===== config.mk =====
export PLATFORM = sky130hd
export DESIGN_NAME = seat_ctrl_flat
export DESIGN_NICKNAME = d
export VERILOG_FILES = /design/src/rtl/seat_pkg.sv /design/src/rtl/seat_ctrl_if.sv /design/src/rtl/seat_time_base.sv /design/src/rtl/seat_ctrl.sv /design/src/flat_wrapper.sv
export SDC_FILE = /design/constraint.sdc
export NUM_CORES = 2
export LEC_CHECK = 0
export BUFFER_PORTS_ARGS = -buffer_cell sky130_fd_sc_hd__buf_2
export CORE_ASPECT_RATIO = 1.1
export CORE_UTILIZATION = 37
export DETAILED_ROUTE_END_ITERATION = 10
export REMOVE_ABC_BUFFERS = 1
export SLEW_MARGIN = 25
export SYNTH_ARGS = -nofsm -noshare
export SYNTH_HDL_FRONTEND = slang
export SYNTH_SLANG_ARGS = --single-unit

===== constraint.sdc =====
create_clock -name clk -period 175.5 [get_ports clk]
set_clock_uncertainty 0.15 [all_clocks]
set_input_delay 52.65 -clock clk [delete_from_list [all_inputs] [get_ports clk]]
set_output_delay 52.65 -clock clk [all_outputs]
set_load 0.005 [all_outputs]

===== src/rtl/seat_pkg.sv =====
// Shared types and sizes for the seat controller: seat/op/response encodings,
// FSM states, the latched request record and the away-timeout test.
package seat_pkg;

  localparam int NUM_SEATS = 32;
  localparam int SEAT_W    = 5;
  localparam int TIME_W    = 11;
  localparam int STU_W     = 32;

  typedef enum logic [1:0] {
    EMPTY  = 2'd0,
    AWAY   = 2'd1,
    SEATED = 2'd2
  } seat_state_t;

  typedef enum logic [1:0] {
    OP_LEAVE = 2'd0,
    OP_AWAY  = 2'd1,
    OP_SEAT  = 2'd2,
    OP_BAD   = 2'd3
  } op_t;

  typedef enum logic [1:0] {
    RESP_OK        = 2'd0,
    RESP_BUSY      = 2'd1,
    RESP_NOT_OWNER = 2'd2,
    RESP_BAD_OP    = 2'd3
  } resp_t;

  typedef enum logic [1:0] {
    ST_IDLE  = 2'd0,
    ST_EXEC  = 2'd1,
    ST_SWEEP = 2'd2,
    ST_CLEAR = 2'd3
  } fsm_t;

  typedef struct packed {
    op_t               op;
    logic [SEAT_W-1:0] seat;
    logic [STU_W-1:0]  student;
  } req_t;

  typedef struct packed {
    seat_state_t       st;
    logic [STU_W-1:0]  stu;
    logic [TIME_W-1:0] stamp;
  } entry_t;

  // Elapsed time is taken modulo 2^TIME_W so a stamp just before the wrap still ages correctly.
  function automatic logic is_expired(input seat_state_t       st,
                                      input logic [TIME_W-1:0] stamp,
                                      input logic [TIME_W-1:0] now_t,
                                      input logic [TIME_W-1:0] limit);
    logic [TIME_W-1:0] elapsed;
    elapsed = now_t - stamp;
    return (st == AWAY) && (elapsed > limit);
  endfunction

endpackage


===== src/rtl/seat_ctrl_if.sv =====
// Request/response handshake between a client and seat_ctrl.
// The client drives the master side; seat_ctrl uses the slave side.
interface seat_ctrl_if;
  import seat_pkg::*;

  logic                 req_valid;
  logic                 req_ready;
  logic [1:0]           req_op;
  logic [SEAT_W-1:0]    req_seat;
  logic [STU_W-1:0]     req_student;
  logic                 resp_valid;
  logic [1:0]           resp_code;

  modport master (
    output req_valid, req_op, req_seat, req_student,
    input  req_ready, resp_valid, resp_code
  );

  modport slave (
    input  req_valid, req_op, req_seat, req_student,
    output req_ready, resp_valid, resp_code
  );

endinterface


===== src/rtl/seat_time_base.sv =====
// Minute time base plus the pending-sweep flag; a tick in the same cycle as
// sweep_start wins so the tick is never lost.
module seat_time_base
  import seat_pkg::*;
(
  input  logic              clk,
  input  logic              rst,
  input  logic              tick_min,
  input  logic              sweep_start,
  output logic [TIME_W-1:0] now_time,
  output logic              sweep_pend
);

  logic [TIME_W-1:0] now_q, now_d;
  logic              pend_q, pend_d;

  always_comb begin
    now_d  = now_q;
    pend_d = pend_q;
    if (tick_min) begin
      now_d  = now_q + TIME_W'(1);
      pend_d = 1'b1;
    end else if (sweep_start) begin
      pend_d = 1'b0;
    end
  end

  always_ff @(posedge clk or posedge rst) begin
    if (rst) begin
      now_q  <= '0;
      pend_q <= 1'b0;
    end else begin
      now_q  <= now_d;
      pend_q <= pend_d;
    end
  end

  assign now_time   = now_q;
  assign sweep_pend = pend_q;

endmodule


===== src/rtl/seat_ctrl.sv =====
// Seat request sequencer with shadow seat table, away-timeout sweep and bulk clear.
// Optional occupancy counter output occ_count is built when SEAT_CTRL_OCC_EN is defined.
module seat_ctrl
  import seat_pkg::*;
(
  input  logic              clk,
  input  logic              rst,
  input  logic              tick_min,
  input  logic [TIME_W-1:0] limit_time,
  input  logic              clear_all,
  seat_ctrl_if.slave        bus,
  output logic [TIME_W-1:0] now_time,
  output logic              rst_mem,
  output logic              write_mem,
  output logic [SEAT_W-1:0] Seat_No_mem,
  output logic [STU_W-1:0]  Student_No_mem,
  output logic [TIME_W-1:0] Time_mem,
  output logic [1:0]        Seat_State_mem
`ifdef SEAT_CTRL_OCC_EN
  ,
  output logic [5:0]        occ_count
`endif
);

  fsm_t              state_q, state_d;
  logic [SEAT_W-1:0] idx_q, idx_d;
  req_t              req_q, req_d;
  logic              sweep_start;
  logic              sweep_pend;
  logic [TIME_W-1:0] now_q;

  logic              clr;
  logic              wr_en;
  logic [SEAT_W-1:0] wr_seat;
  seat_state_t       wr_state;
  logic [STU_W-1:0]  wr_stu;
  logic [TIME_W-1:0] wr_time;
  logic              resp_v;
  resp_t             resp_c;

  entry_t            tbl [NUM_SEATS];

  seat_time_base u_time_base (
    .clk         (clk),
    .rst         (rst),
    .tick_min    (tick_min),
    .sweep_start (sweep_start),
    .now_time    (now_q),
    .sweep_pend  (sweep_pend)
  );

  // Shadow table: one register per seat, written by the same strobe that hits the memory.
  for (genvar gi = 0; gi < NUM_SEATS; gi++) begin : g_seat
    entry_t entry_q;

    always_ff @(posedge clk or posedge rst) begin
      if (rst) begin
        entry_q <= '{st: EMPTY, stu: '0, stamp: '0};
      end else if (clr) begin
        entry_q <= '{st: EMPTY, stu: '0, stamp: '0};
      end else if (wr_en && (wr_seat == SEAT_W'(gi))) begin
        entry_q <= '{st: wr_state, stu: wr_stu, stamp: wr_time};
      end
    end

    assign tbl[gi] = entry_q;
  end

  always_ff @(posedge clk or posedge rst) begin
    if (rst) begin
      state_q <= ST_IDLE;
      idx_q   <= '0;
      req_q   <= '{op: OP_LEAVE, seat: '0, student: '0};
    end else begin
      state_q <= state_d;
      idx_q   <= idx_d;
      req_q   <= req_d;
    end
  end

  always_comb begin
    state_d     = state_q;
    idx_d       = idx_q;
    req_d       = req_q;
    sweep_start = 1'b0;
    clr         = 1'b0;
    wr_en       = 1'b0;
    wr_seat     = '0;
    wr_state    = EMPTY;
    wr_stu      = '0;
    wr_time     = '0;
    resp_v      = 1'b0;
    resp_c      = RESP_OK;

    case (state_q)
      ST_IDLE: begin
        if (clear_all) begin
          state_d = ST_CLEAR;
        end else if (sweep_pend) begin
          state_d     = ST_SWEEP;
          idx_d       = '0;
          sweep_start = 1'b1;
        end else if (bus.req_valid) begin
          state_d = ST_EXEC;
          req_d   = '{op: op_t'(bus.req_op), seat: bus.req_seat, student: bus.req_student};
        end
      end

      ST_EXEC: begin
        // A clear landing on the execute cycle swallows the request entirely.
        if (clear_all) begin
          state_d = ST_CLEAR;
        end else begin
          state_d = ST_IDLE;
          resp_v  = 1'b1;
          case (req_q.op)
            OP_SEAT: begin
              if (tbl[req_q.seat].st == EMPTY || tbl[req_q.seat].stu == req_q.student) begin
                wr_en    = 1'b1;
                wr_state = SEATED;
                wr_stu   = req_q.student;
                wr_time  = now_q;
              end else begin
                resp_c = RESP_BUSY;
              end
            end
            OP_AWAY: begin
              if (tbl[req_q.seat].st == SEATED && tbl[req_q.seat].stu == req_q.student) begin
                wr_en    = 1'b1;
                wr_state = AWAY;
                wr_stu   = req_q.student;
                wr_time  = now_q;
              end else begin
                resp_c = RESP_NOT_OWNER;
              end
            end
            OP_LEAVE: begin
              if (tbl[req_q.seat].st != EMPTY && tbl[req_q.seat].stu == req_q.student) begin
                wr_en = 1'b1;
              end else begin
                resp_c = RESP_NOT_OWNER;
              end
            end
            default: resp_c = RESP_BAD_OP;
          endcase
          if (wr_en) begin
            wr_seat = req_q.seat;
          end
        end
      end

      ST_SWEEP: begin
        if (clear_all) begin
          state_d = ST_CLEAR;
        end else begin
          if (is_expired(tbl[idx_q].st, tbl[idx_q].stamp, now_q, limit_time)) begin
            wr_en   = 1'b1;
            wr_seat = idx_q;
          end
          idx_d = idx_q + SEAT_W'(1);
          if (idx_q == SEAT_W'(NUM_SEATS - 1)) begin
            state_d = ST_IDLE;
          end
        end
      end

      ST_CLEAR: begin
        clr     = 1'b1;
        state_d = clear_all ? ST_CLEAR : ST_IDLE;
      end

      default: state_d = ST_IDLE;
    endcase
  end

`ifdef SEAT_CTRL_OCC_EN
  logic [5:0] occ_q, occ_d;

  always_comb begin
    occ_d = occ_q;
    if (clr) begin
      occ_d = '0;
    end else if (wr_en) begin
      if (wr_state != EMPTY && tbl[wr_seat].st == EMPTY) begin
        occ_d = occ_q + 6'd1;
      end else if (wr_state == EMPTY && tbl[wr_seat].st != EMPTY) begin
        occ_d = occ_q - 6'd1;
      end
    end
  end

  always_ff @(posedge clk or posedge rst) begin
    if (rst) begin
      occ_q <= '0;
    end else begin
      occ_q <= occ_d;
    end
  end

  assign occ_count = occ_q;
`endif

  assign bus.req_ready  = (state_q == ST_IDLE) && !clear_all && !sweep_pend && !rst;
  assign bus.resp_valid = resp_v;
  assign bus.resp_code  = resp_c;

  assign now_time       = now_q;
  assign rst_mem        = clr;
  assign write_mem      = wr_en;
  assign Seat_No_mem    = wr_seat;
  assign Student_No_mem = wr_stu;
  assign Time_mem       = wr_time;
  assign Seat_State_mem = wr_state;

endmodule


===== src/flat_wrapper.sv =====
// flat-port wrapper written by rule: the top's interface ports become plain ports
module seat_ctrl_flat import seat_pkg::*;
  (clk, rst, tick_min, limit_time, clear_all, now_time, rst_mem, write_mem, Seat_No_mem, Student_No_mem, Time_mem, Seat_State_mem, bus_req_valid, bus_req_op, bus_req_seat, bus_req_student, bus_req_ready, bus_resp_valid, bus_resp_code);
  seat_ctrl_if bus_i ();
  input  logic clk;
  input  logic rst;
  input  logic tick_min;
  input  logic [TIME_W-1:0] limit_time;
  input  logic clear_all;
  output logic [TIME_W-1:0] now_time;
  output logic rst_mem;
  output logic write_mem;
  output logic [SEAT_W-1:0] Seat_No_mem;
  output logic [STU_W-1:0] Student_No_mem;
  output logic [TIME_W-1:0] Time_mem;
  output logic [1:0] Seat_State_mem;
  input wire logic [$bits(bus_i.req_valid)-1:0] bus_req_valid;
  input wire logic [$bits(bus_i.req_op)-1:0] bus_req_op;
  input wire logic [$bits(bus_i.req_seat)-1:0] bus_req_seat;
  input wire logic [$bits(bus_i.req_student)-1:0] bus_req_student;
  output wire logic [$bits(bus_i.req_ready)-1:0] bus_req_ready;
  output wire logic [$bits(bus_i.resp_valid)-1:0] bus_resp_valid;
  output wire logic [$bits(bus_i.resp_code)-1:0] bus_resp_code;
  assign bus_i.req_valid = bus_req_valid;
  assign bus_i.req_op = bus_req_op;
  assign bus_i.req_seat = bus_req_seat;
  assign bus_i.req_student = bus_req_student;
  assign bus_req_ready = bus_i.req_ready;
  assign bus_resp_valid = bus_i.resp_valid;
  assign bus_resp_code = bus_i.resp_code;
  seat_ctrl u_core (.clk(clk), .rst(rst), .tick_min(tick_min), .limit_time(limit_time), .clear_all(clear_all), .bus(bus_i), .now_time(now_time), .rst_mem(rst_mem), .write_mem(write_mem), .Seat_No_mem(Seat_No_mem), .Student_No_mem(Student_No_mem), .Time_mem(Time_mem), .Seat_State_mem(Seat_State_mem));
endmodule

==> flow_metrics.py <==
metrics = {
    "detailed_routing": {
        "ant_nets": 0,
        "routedWlPerCell_um": 27.6,
        "viasPerCell": 5.72,
        "via_count": 54100,
        "routed_wl_um": 261000,
        "firstDrtPassIters": 6,
        "drc": 0,
        "drt_iter0_markers": 4872,
    },
    "yosys": {
        "synth_cell_types": 89,
        "syn_inst": 6753,
        "yosysSeqAreaShare_pct": 47.8,
        "synth_warnings": 0,
        "dominantRegCellSynth": "dfrtp_1",
        "syn-cell-area_mm2": 0.0784,
        "synth_edf_count": 0,
        "yosys_register_bits": 1498,
        "avgSynthCellArea_um2": 11.6,
        "async_reset_ff_share_pct": 100,
    },
    "placement": {
        "portBuffers": 121,
        "place_ws_ns": 66.41,
        "place_inst": 9143,
        "post-dp-hpwl_um": 150000,
        "gp_congestion": 0.870,
    },
    "clock_network": {
        "cts-buffers-inserted": 169,
        "ctsResizeCount": 0,
        "numClockSinks": 1498,
        "clockBufferDepth": 3,
        "h-tree-depth": 4,
        "clk_pin_slew_ns": 0.06,
        "cts_tree": "built",
        "postCtsSetupBuffers": 0,
        "cts_root_buf": "clkbuf_16",
        "worstSkewPairLatency_ns": 0.86,
        "postCtsHoldBufs": 0,
    },
    "timing": {
        "rsz0062_at_grt": "false",
        "fin_tns_setup_ns": 0,
        "fin_crit_ns": 109.06,
        "final_max_slew_viol_count": 0,
        "max_slew_margin_pct": 16.4,
        "hold_violations": 0,
        "setup_ws_ns": 66.44,
        "fmax_mhz": 9.17,
        "setup_violations": 0,
        "worstMarginPinSlew_ns": 1.25,
        "finalCritPeriodShare_pct": 62.1,
    },
    "final_layout": {
        "nets": 6650,
        "area_growth_pct": 10.7,
        "most-common-layout-cells": "1576 x mux2i_1, 1492 x dfrtp_1, 1198 x nand2b_1",
        "final_cells": 9466,
        "fin_util_pct": 41.3,
        "final_layout_size_suffix_gt1_share_pct": 12.4,
        "final.fill_count": 19700,
        "layout_commonest_cell": "mux2i_1",
    },
    "pwr": {
        "comb_power_share_pct": 19.8,
        "p_total_mw": 0.906,
        "peakVddDrop_mv": 0.0108,
        "power_density_mw_per_mm2": 10.4,
        "switchingPower_mw": 0.284,
        "power.leakage_nw": 42.8,
        "pwr-share-seq_pct": 39.8,
        "switching_share_pct": 31.3,
        "cell_internal_pwr_mw": 0.623,
        "clockPowerShare_pct": 40.4,
    },
    "die": {
        "rows": 176,
        "core-area_mm2": 0.210,
        "die_area_mm2": 0.214,
        "die_y_um": 485,
        "num_io_pins": 122,
        "die-width_um": 441,
        "initial_utilization_pct": 37.4,
    },
    "grt": {
        "grt_pass1_vias": 55700,
        "grt_antenna_before_repair": 5,
        "overflow": 0,
        "grt_max_degree": 240,
        "grt_usage_pct": 24.2,
        "grt_pass1_wl_um": 386000,
    },
    "run": {
        "cap_violations": 0,
    },
    "worst_setup_path": {
        "crit_arrival_ns": 56.26,
        "path_max_fanout": 31,
        "start_kind": "primary input",
        "endpoint_kind": "output pin",
        "required_ns": 122.70,
        "criticalPathCategory": "primary input to output pin",
    },
    "outcome": {
        "outcome": "finished, final reports clean",
    },
    "hold_path": {
        "min_path_type": "register to register",
    },
}
stage by stage:
stage / cell area [µm²] / hold slack (ns)
after global routing: 86700 / 0.358
after global placement: 80800 / 0.336
final: 86700 / 0.342
after floorplan: 75200 / 0.301
after CTS: 86600 / 0.347
after detailed placement: 80900 / 0.328
power groups by stage:
stage	Sequential, mW	Combinational (mW)	Clock [mW]
detailed placement	0.367	0.177	0
global route	0.361	0.188	0.386
finish	0.361	0.180	0.366
floorplan	0.377	0.141	0
global placement	0.367	0.176	0
CTS	0.360	0.177	0.373
registers in the layout, indices dropped and copies added, names as in the netlist:
| register | flops |
|---|---|
| u_core.u_time_base.sweep_pend | 1 |
| u_core.req_q | 39 |
| u_core.g_seat.entry_q | 1440 |
| u_core.idx_q | 5 |
| u_core.u_time_base.now_time | 11 |
| u_core.state_q | 2 |
cell type report:
| type | count | area (µm²) | area share [%] |
|---|---|---|---|
| inverters | 85 | 327 | 0.376 |
| diodes | 12 | 30.0 | 0.0346 |
| flip-flops and latches | 1498 | 37500 | 43.2 |
| repair buffers | 268 | 1900 | 2.19 |
| well taps | 2759 | 3450 | 3.98 |
| clock inverters | 67 | 890 | 1.03 |
| multi-input cells | 4539 | 37800 | 43.6 |
| clock buffers | 238 | 4800 | 5.53 |
critical path, cell delays in order:
cell and delay, ns:
buf_2 0.22, nand2b_1 0.33, inv_1 0.15, and2_1 0.17
nand2_1 0.07, or2_2 0.34, nand2_4 0.52, buf_4 0.64
buf_4 0.59, nand2_1 0.23, inv_1 0.11, buf_2 0.12
metal layers:
metal,track usage (%),wire (µm),vias up
li1,-,-,23400
met1,32.3,112000,28500
met2,38.7,122000,1703
met3,3.87,13800,471
met4,10.5,12400,2
met5,0,13,-
cells in the mapped netlist (all sizes together), types with 57 or more instances:
master,n,share of area (%)
mux2i,1576,20
dfrtp,1498,48
nand2b,1201,9.6
clkbuf,396,1.9
nand2,248,1.2
buf,235,2.1
o21ai,223,1.4
nand3b,168,1.6
mux4,159,4.6
a22oi,143,1.4
nand3,87,0.58
o2bb2ai,86,1.1
inv,81,0.39
o22ai,73,0.58
a21oi,71,0.46
nor2,57,0.29
cell families after synthesis:
logic type | after synthesis | share of synthesized area (%)
AOI/OAI and AO/OA | 773 | 6.90
xor gates and xnor gates | 43 | 0.480
adders and majority gates | 34 | 0.552
buffers and inverters | 716 | 4.43
DFF | 1498 | 47.8
muxes | 1777 | 25.3
and+or+nand+nor | 1912 | 14.5
worst paths after layout:
path,startpoint,cells past startpoint,slack (ns),to
worst min register to register,u_core.g_seat[23].entry_q[16],1,0.34,u_core.g_seat[23].entry_q[16]
max in group asynchronous,rst,6,119.72,u_core.req_q[33]
worst min-delay path,u_core.g_seat[23].entry_q[16],1,0.34,u_core.g_seat[23].entry_q[16]
worst max-delay path,clear_all,12,66.44,Student_No_mem[28]
worst max register to register,u_core.req_q[32],17,165.34,u_core.g_seat[13].entry_q[29]
min in group asynchronous,rst,2,51.83,u_core.g_seat[0].entry_q[6]
Note: power is estimated with default switching activity, not from simulation.
